$ cat config.mk
export PLATFORM = sky130hd
export DESIGN_NAME = clb_config_sequencer
export DESIGN_NICKNAME = d
export VERILOG_FILES = /design/src/rtl/clb_config_sequencer.sv
export SDC_FILE = /design/constraint.sdc
export NUM_CORES = 1
export LEC_CHECK = 0
export BUFFER_PORTS_ARGS = -buffer_cell sky130_fd_sc_hd__clkbuf_2
export CAP_MARGIN = 40
export CORE_ASPECT_RATIO = 0.5
export CORE_MARGIN = 2
export CORE_UTILIZATION = 50
export DETAILED_ROUTE_END_ITERATION = 10
export PLACE_DENSITY = 0.75
export SYNTH_ARGS = -nofsm -noshare
export SYNTH_HDL_FRONTEND = slang
export SYNTH_SLANG_ARGS = --single-unit
$ cat constraint.sdc
create_clock -name clk -period 4.87 [get_ports clk]
set_input_delay 0 -clock clk [delete_from_list [all_inputs] [get_ports clk]]
set_output_delay 0 -clock clk [all_outputs]
set_load 0.005 [all_outputs]
$ cat src/rtl/clb_config_sequencer.sv
// Configuration and run sequencer for the 4x4 CLB cell array.
// Configuration words stream into a shadow register. On an accepted start
// the shadow is committed atomically to cfg_active. The sequencer then
// pulses op_latch, waits SETTLE_CYCLES for the array to resolve, pulses
// capture and finally pulses done.
// Active configuration layout (shadow is identical):
//   cell c = 4*row+col : bits [8c+7:8c] = {selOp[1:0], sel1[2:0], sel0[2:0]}
//   column j bypass    : bits [128+4j+3:128+4j]
//   config word k      : bits [16k+15:16k]
module clb_config_sequencer #(
    parameter int unsigned SETTLE_CYCLES = 4,   // legal range 1..255
    parameter int unsigned NUM_WORDS     = 9    // fixed by the 144-bit layout
) (
    input  logic                      clk,
    input  logic                      rst,
    input  logic [15:0]               cfg_data,
    input  logic                      cfg_valid,
    output logic                      cfg_ready,
    input  logic                      start,
    output logic [NUM_WORDS*16-1:0]   cfg_active,
    output logic                      op_latch,
    output logic                      capture,
    output logic                      busy,
    output logic                      done,
    output logic                      cfg_complete,
    output logic                      start_err,
    output logic [15:0]               run_count
);

    localparam int unsigned CFG_BITS    = NUM_WORDS * 16;
    localparam logic [3:0]  LAST_WORD   = 4'(NUM_WORDS - 1);
    localparam logic [7:0]  SETTLE_LOAD = 8'(SETTLE_CYCLES - 1);

    typedef enum logic [1:0] {
        ST_IDLE,
        ST_SETTLE,
        ST_CAPT,
        ST_DONE
    } state_e;

    state_e                state_q,        state_d;
    logic [3:0]            word_cnt_q,     word_cnt_d;
    logic [7:0]            settle_cnt_q,   settle_cnt_d;
    logic                  cfg_complete_q, cfg_complete_d;
    logic                  op_latch_q,     op_latch_d;
    logic                  start_err_q,    start_err_d;
    logic [15:0]           run_count_q,    run_count_d;
    logic [CFG_BITS-1:0]   cfg_active_q,   cfg_active_d;
    logic [CFG_BITS-1:0]   shadow_q;

    logic                  word_accept;

    // The sequencer never back-pressures the configuration stream.
    assign cfg_ready   = 1'b1;
    assign word_accept = cfg_valid & cfg_ready;

    // Next-state, counter and commit logic.
    always_comb begin
        // NOTE: every signal assigned here gets a default first so that no
        // path leaves it unassigned, which would otherwise infer a latch.
        state_d        = state_q;
        word_cnt_d     = word_cnt_q;
        settle_cnt_d   = settle_cnt_q;
        cfg_complete_d = cfg_complete_q;
        op_latch_d     = 1'b0;
        start_err_d    = 1'b0;
        run_count_d    = run_count_q;
        cfg_active_d   = cfg_active_q;

        unique case (state_q)
            ST_IDLE: begin
                // The commit uses the shadow and completion flag as they
                // were before any word written in this same cycle.
                if (start) begin
                    if (cfg_complete_q) begin
                        cfg_active_d   = shadow_q;
                        cfg_complete_d = 1'b0;
                        settle_cnt_d   = SETTLE_LOAD;
                        op_latch_d     = 1'b1;
                        state_d        = ST_SETTLE;
                    end else begin
                        start_err_d = 1'b1;
                    end
                end
            end
            ST_SETTLE: begin
                if (settle_cnt_q == 8'd0) begin
                    state_d = ST_CAPT;
                end else begin
                    settle_cnt_d = settle_cnt_q - 8'd1;
                end
            end
            ST_CAPT: begin
                run_count_d = run_count_q + 16'd1;
                state_d     = ST_DONE;
            end
            ST_DONE: begin
                // A start here is dropped silently; the next one is taken
                // in IDLE.
                state_d = ST_IDLE;
            end
            default: begin
                state_d = ST_IDLE;
            end
        endcase

        // Word loading runs independently of the run FSM. Its effect on
        // cfg_complete takes priority over the commit clearing it.
        if (word_accept) begin
            if (word_cnt_q == LAST_WORD) begin
                word_cnt_d     = 4'd0;
                cfg_complete_d = 1'b1;
            end else begin
                word_cnt_d = word_cnt_q + 4'd1;
                if (word_cnt_q == 4'd0) begin
                    cfg_complete_d = 1'b0;
                end
            end
        end
    end

    // Control state registers, cleared asynchronously.
    always_ff @(posedge clk or posedge rst) begin
        // NOTE: sequential state uses non-blocking assignments so every
        // register samples its pre-edge inputs regardless of statement order.
        if (rst) begin
            state_q        <= ST_IDLE;
            word_cnt_q     <= 4'd0;
            settle_cnt_q   <= 8'd0;
            cfg_complete_q <= 1'b0;
            op_latch_q     <= 1'b0;
            start_err_q    <= 1'b0;
            run_count_q    <= 16'd0;
            cfg_active_q   <= '0;
        end else begin
            state_q        <= state_d;
            word_cnt_q     <= word_cnt_d;
            settle_cnt_q   <= settle_cnt_d;
            cfg_complete_q <= cfg_complete_d;
            op_latch_q     <= op_latch_d;
            start_err_q    <= start_err_d;
            run_count_q    <= run_count_d;
            cfg_active_q   <= cfg_active_d;
        end
    end

    // Shadow register: one 16-bit slot written per accepted word.
    always_ff @(posedge clk) begin
        // NOTE: the shadow has no reset; its contents are meaningless until
        // cfg_complete is set, so clearing 144 flops would buy nothing.
        for (int k = 0; k < int'(NUM_WORDS); k++) begin
            if (word_accept && (word_cnt_q == 4'(k))) begin
                shadow_q[16*k +: 16] <= cfg_data;
            end
        end
    end

    assign cfg_active   = cfg_active_q;
    assign op_latch     = op_latch_q;
    assign start_err    = start_err_q;
    assign cfg_complete = cfg_complete_q;
    assign run_count    = run_count_q;
    assign capture      = (state_q == ST_CAPT);
    assign busy         = (state_q == ST_SETTLE) || (state_q == ST_CAPT);
    assign done         = (state_q == ST_DONE);

endmodule

==> reports/metrics.csv <==
stage,metric,value,unit
placement,dp_worst_setup_slack,2.15,ns
die,die_h,111,µm
die,start_util,0.506,
grt,antenna_found_initial,4,
yosys,synthFlopType,dfrtp_1,
setup_path,crit_arrival,3.21,ns
clock_network,cts_tree,yes,
setup_path,cp-end-kind,flip-flop,
sta,fin_hold_ws,0.164,ns
clock_network,cts_root_buf,clkbuf_16,
yosys,yosysSeqAreaShare,0.764,
routing,first_iter_violations,740,
yosys,yosysTopAreaCell,dfrtp_1,
final_layout,drive_gt1_frac,0.219,
setup_path,crit_path_frequent_cell,nand2_1,
yosys,ys_top_cells_by_count,"448 x nand2_1, 177 x dfrtp_1, 144 x edfxtp_1",
grt,track_usage,0.224,
yosys,synth_nets,956,
die,ioPinCount,187,
final_layout,nNetsFinal,1165,
sta,clock.fmax,357,MHz
clock_network,h-tree-depth,1,
sta,rsz0062_at_grt,false,
sta,fin_skew,0.0168,ns
yosys,postSynthAreaPerCell,12.4,µm²
yosys,netlist_area,0.0115,mm²
sta,hold_viol,0,
routing,num_vias,7377,
setup_path,max_stage_delay,0.66,ns
yosys,synth_area_leaders,"dfrtp_1 39%, edfxtp_1 38%, nand2_1 15%, ha_1 1.2%, clkbuf_1 0.88%",
yosys,synth_warnings,0,
routing,met1_length,11.5,mm
status,status,completed,
power,peakVddDrop,0.000321,V
placement,place_hpwl,16.3,mm
yosys,netlist-cell-type-count,43,
sta,min_period,2.80,ns
power,power_per_cell_area,598,mW/mm²
yosys,synth-seq-cells,321,
routing,wl_per_cell,18.1,µm
die,row_count,39,
clock_network,numCtsBuffers,27,
routing,vias_per_cell,5.05,
final_layout,syn2layout_area_growth,21.0,%
setup_path,cpMaxStageDelayCell,buf_4,
clock_network,cts_setup_buffers,0,
grt,grt_start_max_net_pins,91,
die,core_area,0.0226,mm²
yosys,synth.most_common_cell,nand2_1,
routing,dr_wl_met2,12.7,mm
sta,fin_ws,2.07,ns
sta,relSlewSlack,0.383,
setup_path,crit_fanout,90,
setup_path,crit_buf_inv,4,
power,p_leak,0.00666,µW
final_layout,antenna_cells,0,
yosys,yosys.area.top_type_share,0.387,
placement,port_buffers,185,
routing,drc,0,
sta,setup_viol,0,
setup_path,cp_cell_sequence,"inv_1, ha_1, nand3_4, buf_4, inv_4, buf_12, nand2_1, nand2_1",
setup_path,startpoint_type,flip-flop,
die,die_w,218,µm
yosys,synth_edf_count,144,
routing,ant_nets,0,
placement,gp_congestion,0.814,
clock_network,ctsLongestPathBuffers,3,
final_layout,fillerInstances,1716,
grt,grt-ovfl-total,0,
routing,top_layer,met4,
setup_path,crit_required,5.28,ns
setup_path,crit_type,flip-flop to flip-flop,
clock_network,numClockSinks,321,
routing,wl,26.5,mm
clock_network,cts.clk_slew.worst_paths,0.07,ns
die,dieArea,0.0242,mm²
yosys,synthCells,925,
sta,maxSlewViolCount,0,
sta,finalCritPeriodShare,0.576,
sta,setup_tns,0,ns
yosys,synthArstFlopShare,0.551,
final_layout,finish.utilization,0.612,
routing,route.met3.wl,1.80,mm
routing,drt-pass1-iter-count,5,
grt,grt_pass1_vias,7352,
grt,grt_pass1_wl,41.6,mm
run,drv_cap,0,
setup_path,path_delay_family,buffers and inverters,
clock_network,insertion_delay,0.54,ns
sta,worst_pin_slew,0.926,ns
worst_hold_path,hp-class,primary input to asynchronous set/reset pin,
[layout by cell type, fill, tap and decap left out, types with 5 or more instances in the layout]
cell type        n
ha_1            11
clkbuf_1         9
edfxtp_1       144
dfrtp_1        177
xor2_1           7
nor2_1          21
inv_1            9
nand2_1        448
xnor2_1         10
a41o_1           5
o21ai_0          7
dlygate4sd3_1   19
clkbuf_16       28
buf_4            9
nand4_1          5
clkbuf_2       185
a31oi_1          7
[cells by family (layout without fill, tap and decap cells)]
logic type,count (synthesis),in the layout,share of synthesized area
mux,2,2,0.00197
xor+xnor,17,17,0.0130
other cells,1,1,0.000327
compound gates,28,28,0.0182
simple gates,498,498,0.173
buf+inv,47,277,0.0174
flops,321,321,0.764
fa+ha+maj,11,11,0.0120
[report_power, final]
group          switching [µW]  total (µW)  internal [µW]
sequential                486        4100           3620
clock                     944        2210           1270
combinational            1150        1970            823
total                    2580        8290           5710
[routing by layer]
| layer | track usage | up-vias |
|---|---|---|
| met3 | 0.0390 | 43 |
| met2 | 0.361 | 234 |
| met4 | 0.0535 | 0 |
| li1 | - | 3426 |
| met5 | 0 | - |
| met1 | 0.323 | 3674 |
[per-stage QoR]
step                cells  total power (µW)  cell area, µm²
floorplan             925              5060           11500
global placement     1391              6000           12700
detailed placement   1392              6110           12700
CTS                  1461              8340           13800
global route         1462              8770           13900
finish               1462              8290           13900
[final timing paths]
path / from / endpoint / slack [ns] / depth (start not counted)
setup / recovery: state_q[0] / cfg_active[12] / 2.07 / 8
min in group clk: cfg_valid / word_cnt_q[1] / 0.37 / 3
setup reg to reg: state_q[0] / cfg_active[12] / 2.07 / 8
hold / removal: rst / run_count[3] / 0.16 / 3
hold reg to reg: shadow_q[40] / cfg_active[40] / 0.44 / 2
max in group asynchronous: rst / cfg_active[31] / 3.45 / 4
[sequential cells by signal, summed over array words and instances, names as in the netlist]
register / flops
settle_cnt_q: 8
op_latch: 1
word_cnt_q: 4
cfg_complete: 1
state_q: 2
start_err: 1
run_count: 16
cfg_active: 144
shadow_q: 144
[worst min-delay path, delay by kind of cell]
| kind | cells | cell delay, ns |
|---|---|---|
| buf+inv | 3 | 1.19 |
[final cells by class]
class / instances / area, µm² / area share
inverter: 11 / 48.8 / 0.00352
multi-input combinational: 557 / 2530 / 0.183
timing repair buffer: 216 / 1230 / 0.0888
clock inverter: 10 / 134 / 0.00966
tap: 307 / 384 / 0.0277
sequential: 321 / 8750 / 0.632
clock buffer: 40 / 776 / 0.0560
[what timing repair did]
action / 4_1_cts / 5_1_grt
gates resized for setup: 0 / 0
hold endpoints to repair: 228 / 0
endpoints found under the setup margin: 0 / 0
hold buffers: 19 / 0
(Power assumes the default switching activity.)
